<file path="src/rtl/twd_mul_triv_if.sv">
// Block-level bus for the trivial-twiddle rotator: one butterfly block in,
// one registered (sum, rotated diff) block out, no backpressure.
interface twd_mul_triv_if #(
    parameter int WIDTH = 9,
    parameter int LANES = 16,
    parameter int CNT_W = 4
);
    logic                    i_valid;
    logic                    i_clear;
    logic signed [WIDTH:0]   i_sum_re  [LANES];
    logic signed [WIDTH:0]   i_sum_im  [LANES];
    logic signed [WIDTH:0]   i_diff_re [LANES];
    logic signed [WIDTH:0]   i_diff_im [LANES];

    logic                    o_valid;
    logic signed [WIDTH:0]   o_sum_re  [LANES];
    logic signed [WIDTH:0]   o_sum_im  [LANES];
    logic signed [WIDTH:0]   o_diff_re [LANES];
    logic signed [WIDTH:0]   o_diff_im [LANES];
    logic [CNT_W-1:0]        o_blk_cnt;
    logic                    o_frame_done;

    modport master (
        output i_valid, i_clear, i_sum_re, i_sum_im, i_diff_re, i_diff_im,
        input  o_valid, o_sum_re, o_sum_im, o_diff_re, o_diff_im, o_blk_cnt, o_frame_done
    );

    modport slave (
        input  i_valid, i_clear, i_sum_re, i_sum_im, i_diff_re, i_diff_im,
        output o_valid, o_sum_re, o_sum_im, o_diff_re, o_diff_im, o_blk_cnt, o_frame_done
    );
endinterface

</file>
<file path="src/rtl/twd_mul_triv.sv">
// Trivial-twiddle rotator: passes butterfly sums through and rotates the
// differences by 1, -j, -1 or +j chosen from a per-block counter.
module twd_mul_triv #(
    parameter int WIDTH     = 9,
    parameter int LANES     = 16,
    parameter int CNT_W     = 4,
    parameter int SEG_SHIFT = 3,
    parameter int MODE      = 0
) (
    input  logic          clk,
    input  logic          rstn,
    twd_mul_triv_if.slave bus
);
    localparam logic signed [WIDTH:0] MIN_VAL = {1'b1, {WIDTH{1'b0}}};
    localparam logic signed [WIDTH:0] MAX_VAL = {1'b0, {WIDTH{1'b1}}};

    typedef enum logic [1:0] {
        ROT_ONE     = 2'd0,
        ROT_NEG_J   = 2'd1,
        ROT_NEG_ONE = 2'd2,
        ROT_POS_J   = 2'd3
    } rot_e;

    logic [CNT_W-1:0]      cnt;
    logic [CNT_W-1:0]      eff_cnt;
    logic                  sel_lo;
    logic                  sel_hi;
    rot_e                  sel;
    logic signed [WIDTH:0] rot_re [LANES];
    logic signed [WIDTH:0] rot_im [LANES];

    // The only overflowing negation is of the most negative code; clamp it.
    function automatic logic signed [WIDTH:0] neg_sat(input logic signed [WIDTH:0] x);
        return (x == MIN_VAL) ? MAX_VAL : -x;
    endfunction

    assign eff_cnt = bus.i_clear ? '0 : cnt;

    // Twiddle select bits are picked straight out of the count; bits shifted
    // beyond the counter width read as zero.
    if (SEG_SHIFT < CNT_W) begin : g_sel_lo
        assign sel_lo = eff_cnt[SEG_SHIFT];
    end else begin : g_sel_lo_zero
        assign sel_lo = 1'b0;
    end

    if (MODE == 1 && SEG_SHIFT + 1 < CNT_W) begin : g_sel_hi
        assign sel_hi = eff_cnt[SEG_SHIFT+1];
    end else begin : g_sel_hi_zero
        assign sel_hi = 1'b0;
    end

    assign sel = rot_e'({sel_hi, sel_lo});

    // NOTE: every output of a combinational block gets a default first so no
    // path through the case leaves it unassigned and infers a latch.
    always_comb begin
        for (int l = 0; l < LANES; l++) begin
            rot_re[l] = bus.i_diff_re[l];
            rot_im[l] = bus.i_diff_im[l];
            case (sel)
                ROT_ONE: ;
                ROT_NEG_J: begin
                    rot_re[l] = bus.i_diff_im[l];
                    rot_im[l] = neg_sat(bus.i_diff_re[l]);
                end
                ROT_NEG_ONE: begin
                    rot_re[l] = neg_sat(bus.i_diff_re[l]);
                    rot_im[l] = neg_sat(bus.i_diff_im[l]);
                end
                ROT_POS_J: begin
                    rot_re[l] = neg_sat(bus.i_diff_im[l]);
                    rot_im[l] = bus.i_diff_re[l];
                end
            endcase
        end
    end

    // NOTE: sequential state uses non-blocking assignments so every register
    // samples pre-edge values regardless of statement order.
    always_ff @(posedge clk or negedge rstn) begin
        if (!rstn) begin
            cnt <= '0;
        end else if (bus.i_valid) begin
            cnt <= eff_cnt + CNT_W'(1);
        end else if (bus.i_clear) begin
            cnt <= '0;
        end
    end

    // NOTE: the data registers are real outputs, not storage arrays, so they
    // are reset along with the control flags.
    always_ff @(posedge clk or negedge rstn) begin
        if (!rstn) begin
            bus.o_valid      <= 1'b0;
            bus.o_frame_done <= 1'b0;
            bus.o_blk_cnt    <= '0;
            for (int l = 0; l < LANES; l++) begin
                bus.o_sum_re[l]  <= '0;
                bus.o_sum_im[l]  <= '0;
                bus.o_diff_re[l] <= '0;
                bus.o_diff_im[l] <= '0;
            end
        end else begin
            bus.o_valid      <= bus.i_valid;
            bus.o_frame_done <= bus.i_valid & (eff_cnt == '1);
            if (bus.i_valid) begin
                bus.o_blk_cnt <= eff_cnt;
                for (int l = 0; l < LANES; l++) begin
                    bus.o_sum_re[l]  <= bus.i_sum_re[l];
                    bus.o_sum_im[l]  <= bus.i_sum_im[l];
                    bus.o_diff_re[l] <= rot_re[l];
                    bus.o_diff_im[l] <= rot_im[l];
                end
            end
        end
    end
endmodule

</file>
<file path="src/flat_wrapper.sv">
// flat-port wrapper written by rule: the top's interface ports become plain ports
module twd_mul_triv_flat 
#(
    parameter int WIDTH     = 9,
    parameter int LANES     = 16,
    parameter int CNT_W     = 4,
    parameter int SEG_SHIFT = 3,
    parameter int MODE      = 0
)
  (clk, rstn, bus_i_valid, bus_i_clear, bus_i_sum_re, bus_i_sum_im, bus_i_diff_re, bus_i_diff_im, bus_o_valid, bus_o_sum_re, bus_o_sum_im, bus_o_diff_re, bus_o_diff_im, bus_o_blk_cnt, bus_o_frame_done);
  twd_mul_triv_if #(.WIDTH(WIDTH), .LANES(LANES), .CNT_W(CNT_W)) bus_i ();
  input  logic clk;
  input  logic rstn;
  input wire logic [$bits(bus_i.i_valid)-1:0] bus_i_valid;
  input wire logic [$bits(bus_i.i_clear)-1:0] bus_i_clear;
  input wire logic [$bits(bus_i.i_sum_re)-1:0] bus_i_sum_re;
  input wire logic [$bits(bus_i.i_sum_im)-1:0] bus_i_sum_im;
  input wire logic [$bits(bus_i.i_diff_re)-1:0] bus_i_diff_re;
  input wire logic [$bits(bus_i.i_diff_im)-1:0] bus_i_diff_im;
  output wire logic [$bits(bus_i.o_valid)-1:0] bus_o_valid;
  output wire logic [$bits(bus_i.o_sum_re)-1:0] bus_o_sum_re;
  output wire logic [$bits(bus_i.o_sum_im)-1:0] bus_o_sum_im;
  output wire logic [$bits(bus_i.o_diff_re)-1:0] bus_o_diff_re;
  output wire logic [$bits(bus_i.o_diff_im)-1:0] bus_o_diff_im;
  output wire logic [$bits(bus_i.o_blk_cnt)-1:0] bus_o_blk_cnt;
  output wire logic [$bits(bus_i.o_frame_done)-1:0] bus_o_frame_done;
  assign bus_i.i_valid = bus_i_valid;
  assign bus_i.i_clear = bus_i_clear;
  assign bus_i.i_sum_re = {>>{bus_i_sum_re}};
  assign bus_i.i_sum_im = {>>{bus_i_sum_im}};
  assign bus_i.i_diff_re = {>>{bus_i_diff_re}};
  assign bus_i.i_diff_im = {>>{bus_i_diff_im}};
  assign bus_o_valid = bus_i.o_valid;
  assign bus_o_sum_re = {>>{bus_i.o_sum_re}};
  assign bus_o_sum_im = {>>{bus_i.o_sum_im}};
  assign bus_o_diff_re = {>>{bus_i.o_diff_re}};
  assign bus_o_diff_im = {>>{bus_i.o_diff_im}};
  assign bus_o_blk_cnt = bus_i.o_blk_cnt;
  assign bus_o_frame_done = bus_i.o_frame_done;
  twd_mul_triv #(.WIDTH(WIDTH), .LANES(LANES), .CNT_W(CNT_W), .SEG_SHIFT(SEG_SHIFT), .MODE(MODE)) u_core (.clk(clk), .rstn(rstn), .bus(bus_i));
endmodule
</file>
<file path="config.mk">
export PLATFORM = sky130hd
export DESIGN_NAME = twd_mul_triv_flat
export DESIGN_NICKNAME = d
export VERILOG_FILES = /design/src/rtl/twd_mul_triv_if.sv /design/src/rtl/twd_mul_triv.sv /design/src/flat_wrapper.sv
export SDC_FILE = /design/constraint.sdc
export NUM_CORES = 1
export LEC_CHECK = 0
export ABC_CLOCK_PERIOD_IN_PS = 4600
export BUFFER_PORTS_ARGS = -buffer_cell sky130_fd_sc_hd__buf_4
export CAP_MARGIN = 5
export CORE_AREA = 2 2 499 501
export DETAILED_ROUTE_END_ITERATION = 12
export DIE_AREA = 0 0 501 503
export MAX_ROUTING_LAYER = met4
export PLACE_DENSITY = 0.33
export SETUP_SLACK_MARGIN = 0.2
export SLEW_MARGIN = 20
export SYNTH_ARGS = -nofsm -noshare
export SYNTH_HDL_FRONTEND = slang
export SYNTH_SLANG_ARGS = --single-unit
</file>
<file path="constraint.sdc">
create_clock -name clk -period 4.6 [get_ports clk]
set_clock_uncertainty 0.05 [all_clocks]
set_input_delay 0.69 -clock clk [delete_from_list [all_inputs] [get_ports clk]]
set_output_delay 0.69 -clock clk [all_outputs]
set_load 0.01 [all_outputs]
</file>
; ---- Word level (Yosys, flattened, before mapping)
; Index checks and enable logic that the tools add are counted.
[op_classes]
add_sub_neg = 17
n_eq_ne = 17
muxes = 50
bitwise_logic = 1
[op_table]
columns = operator, n
row1 = 10-bit two-way mux, 48
row2 = "10-bit equality test, second input constant", 16
row3 = 10-bit negator, 16
row4 = 4-bit two-way mux, 2
row5 = "4-bit by 1-bit adder with 4-bit output, second input constant", 1
row6 = "4-bit equality test, second input constant", 1
row7 = 1-bit bitwise AND, 1
[word_totals]
register_bits = 650
out_inout_bits = 646
elab_cells = 153

; ---- Depth between registers and ports, before layout
[logic_depth]
ltp_word = 3
ltp_mapped = 7
depth_no_buf = 7

; ---- Worst setup path after synthesis
; OpenSTA, ideal clock, no wires.
[synth_timing]
kind = in2reg
from = in bus_i_diff_re[65]
to = reg u_core.bus.o_diff_im[69]
setup_time_ns = 0.141
t_arrival_ns = 2.072
required_time_ns = 4.409
path_slack_ns = 2.337
cell_stages = 5
path_cell_list = nor4_1 -> nor4b_1 -> a21oi_1 -> a311oi_1 -> a211oi_1
[synth_via]
elab_chain_cells = 3
word_cells_on_any_way = 4
cone_classes = 1 x add/sub / 1 x eq/ne / 2 x mux
[synth_rtl]
columns = element, line_no
row1 = from (decl), flat_wrapper.sv:18  ; input wire logic [$bits(bus_i.i_diff_re)-1:0] bus_i_diff_re;
row2 = 10-bit negator or 10-bit equality test (tied branches), twd_mul_triv.sv:34  ; return (x == MIN_VAL) ? MAX_VAL : -x;
row3 = 10-bit two-way mux (*), twd_mul_triv.sv:34
row4 = 10-bit two-way mux (*), twd_mul_triv.sv:61  ; case (sel)
row5 = "to (signal, indexed assignment)", twd_mul_triv.sv:113  ; bus.o_diff_im[l] <= rot_im[l];
row6 = to (decl), twd_mul_triv_if.sv:30  ; output o_valid, o_sum_re, o_sum_im, o_diff_re, o_diff_im, o_blk_cnt, o_frame_done
; Mark *: on every way between the ends. The rest lies on a longest branch, timed or not.
; A chain may end at the register's enable or synchronous reset.

; ---- Worst setup path in the final report
[layout_timing]
from = reg u_core.cnt[3]
to = reg u_core.bus.o_diff_im[47]
[layout_via]
elab_chain_cells = 2
[layout_rtl]
columns = element, line_no
row1 = from (decl), twd_mul_triv.sv:24  ; logic [CNT_W-1:0] cnt;
row2 = from (signal assigned), twd_mul_triv.sv:85  ; cnt <= eff_cnt + CNT_W'(1);
row3 = 4-bit two-way mux, -
row4 = 10-bit two-way mux, twd_mul_triv.sv:61
; Every way passes these cells.

==> impl_metrics.py <==
metrics = {
    "global_routing": {
        "globalRouteOverflowTotal": 0,
        "grt_pass1_vias": 28500,
        "grt_util_all_layers_pct": 14.5,
        "antenna_found_initial": 93,
        "grt_pass1_wl_microns": 249000,
        "grt_max_degree": 142,
    },
    "drt": {
        "ant_nets": 0,
        "first_iter_violations": 1535,
        "drc_errors": 0,
        "num_vias": 27400,
        "vias_per_cell": 3.67,
        "avgRoutedWirePerCell_microns": 24.8,
        "drtPass1Iterations": 6,
        "totalWireLength_microns": 185000,
    },
    "critical_path": {
        "worst-endpoint-arrival_ns": 3.10,
        "critPathMaxFanout": 82,
        "cp_num_cells": 5,
        "start_kind": "flip-flop",
        "cpLargestDelayFamily": "buffers and inverters",
        "rr_worst_depth": 5,
        "worst-path-buf-inv": 2,
        "critPathCaptureType": "flip-flop",
        "crit_type": "flip-flop to flip-flop",
        "crit_slowest_cell": "buf_4",
        "cp.required_ns": 5.12,
        "crit_chain": "nor2b_4 -> buf_12 -> buf_4 -> nor2_1 -> a221oi_1",
        "max_stage_delay_ns": 0.61,
    },
    "logic_synthesis": {
        "synthCells": 2748,
        "ys_seq_elements": 650,
        "synthTopCellsByArea": "dfrtp_1 (56%), mux2_2 (13%), nand2_1 (5.0%)",
        "synth_top_flop_cell": "dfrtp_1",
        "yosysTopAreaCell": "dfrtp_1",
        "synthesis.area_sq_um": 29100,
        "synth_top_cell_area_share_pct": 55.9,
        "synth.avg_cell_area_sq_um": 10.6,
        "synth_nets": 3409,
        "ys_types": 54,
        "synth_edf_count": 0,
        "yosysSeqAreaShare_pct": 55.9,
        "ys_warn_count": 0,
        "async_flop_share_pct": 100,
    },
    "clock_network": {
        "cts-buffers-inserted": 92,
        "cts_tree": "built",
        "cts.root.buffer_cell": "clkbuf_16",
        "clk-insertion-delay-late_ns": 0.70,
        "cts_buffer_depth": 3,
        "clk_pin_slew_ns": 0.06,
        "h-tree-depth": 3,
        "clock_sinks": 650,
        "ctsHoldBuffers": 75,
        "post_cts_resized": 0,
        "postCtsSetupBuffers": 0,
    },
    "sta": {
        "rsz0062_at_grt": "false",
        "maxSlewViolCount": 0,
        "setup_viol": 0,
        "clock.fmax_ghz": 0.388,
        "fin_crit_ns": 2.57,
        "worst_slew_pin_slew_ns": 1.05,
        "setup_tns_ns": 0,
        "fin_crit_sh_pct": 56.0,
        "maxSlewHeadroom_pct": 29.5,
        "final_hold_viol_count": 0,
    },
    "final_layout": {
        "layout-drive-gt1-share_pct": 43.7,
        "final_cell_mix": "buf_4 (1,317), dfrtp_1 (650), nand2_1 (385), nor2_1 (343), mux2_2 (329)",
        "fin_area_sq_um": 46700,
        "final_common_cell": "buf_4",
        "area_growth_pct": 60.7,
        "fin_nets": 4740,
    },
    "status": {
        "status": "finished clean",
    },
    "worst_hold_path": {
        "worstHoldPathType": "primary input to flip-flop",
        "hold_depth": 2,
    },
    "floorplanning": {
        "placementRows": 183,
        "start_util_pct": 11.8,
        "dieArea_sq_um": 252000,
        "die_x_microns": 501,
        "core_sq_um": 247000,
        "ios": 1290,
        "die_h_microns": 503,
    },
    "pwr": {
        "p_leak_uw": 0.0204,
        "max-vdd-ir-drop_mv": 0.259,
        "power_density_nw_per_um2": 369,
    },
    "run": {
        "drv_cap": 0,
    },
    "place": {
        "dpl_cell_area_sq_um": 42700,
        "io_buffers": 1289,
        "hpwlAfterDp_microns": 149000,
        "gp_congestion": 0.825,
    },
}
==> power breakdown <==
group	internal, uW	leakage [uW]	switching (uW)
Clock	4250	0.00149	3100
Sequential	6260	0.00751	345
Combinational	1560	0.0114	1730
Total	12100	0.0204	5180
==> registers in the layout, indices dropped and copies added, names as in the netlist <==
| name | flops |
|---|---|
| u_core.bus.o_frame_done | 1 |
| u_core.bus.o_valid | 1 |
| u_core.bus.o_sum_im | 160 |
| u_core.bus.o_diff_im | 160 |
| u_core.bus.o_diff_re | 160 |
| u_core.cnt | 4 |
| u_core.bus.o_blk_cnt | 4 |
| u_core.bus.o_sum_re | 160 |
==> cell families (layout without fill, tap and decap cells) <==
group | count (synthesis) | count (layout) | share of synthesized area, %
xor gates and xnor gates | 80 | 80 | 2.41
other | 0 | 73 | 0
and+or+nand+nor | 918 | 918 | 13.4
DFF | 650 | 650 | 55.9
adders and majority gates | 17 | 17 | 0.731
buffers and inverters | 260 | 1663 | 3.39
AOI/OAI and AO/OA | 487 | 487 | 11.1
muxes | 336 | 336 | 13.0
==> synthesized netlist by cell type, drive strengths merged (22+ instances only) <==
cell type,number
dfrtp,650
nand2,386
nor2,344
mux2,329
a31oi,168
clkbuf,152
o21ai,93
inv,88
a21oi,63
nor3,55
xor2,47
o221ai,46
a221oi,41
xnor2,33
or3,24
nand3,22
==> metal layers <==
metal | up-vias | GRT usage (%) | share of wire, %
met5 | - | - | 0
met4 | 0 | 3.28 | 2.5
met3 | 172 | 6.43 | 10
met2 | 1077 | 24.9 | 50
met1 | 13600 | 15.3 | 38
li1 | 12500 | - | -
==> stage by stage <==
stage               hold WS [ns]  instances  worst slack (ns)  util [%]  power (uW)
finish                     0.115       7461              2.03      18.9       17300
global route              0.0304       7458              1.83      18.9       18100
CTS                     0.000234       7388              1.87      18.8       17700
detailed placement         0.421       7147              1.35      17.3       10100
global placement           0.424       7147              1.43      17.3       10000
floorplan                  0.344       2748              2.34         -        7690
==> worst register-to-register path, delay by kind of cell (launching register included) <==
| kind | cells | cell delay (ns) |
|---|---|---|
| buffers and inverters | 2 | 1.17 |
| and+or+nand+nor | 2 | 0.47 |
| DFF | 1 | 0.45 |
| AOI/OAI and AO/OA | 1 | 0.31 |
==> cell type report <==
cell class                 instances  area (sq um)
inverter                          88           333
sequential                       650         16300
fill                           27500        200000
timing repair buffer            1409         11000
tap                             3237          4050
antenna                           73           183
clock buffer                     140          2700
multi-input combinational       1838         11900
clock inverter                    26           375
==> worst paths after layout <==
kind	start	endpoint	slack, ns
min	bus_i_sum_im[43]	u_core.bus.o_sum_im[43]$_DFFE_PN0P_	0.11
max	u_core.cnt[3]$_DFF_PN0_	u_core.bus.o_diff_im[47]$_DFFE_PN0P_	2.03
max in group asynchronous	rstn	u_core.bus.o_sum_im[120]$_DFFE_PN0P_	2.86
max reg2reg	u_core.cnt[3]$_DFF_PN0_	u_core.bus.o_diff_im[47]$_DFFE_PN0P_	2.03
min reg2reg	u_core.bus.o_blk_cnt[3]$_DFFE_PN0P_	u_core.bus.o_blk_cnt[3]$_DFFE_PN0P_	0.43
min in group asynchronous	rstn	u_core.bus.o_diff_im[152]$_DFFE_PN0P_	0.49
(Power assumes the default switching activity.)
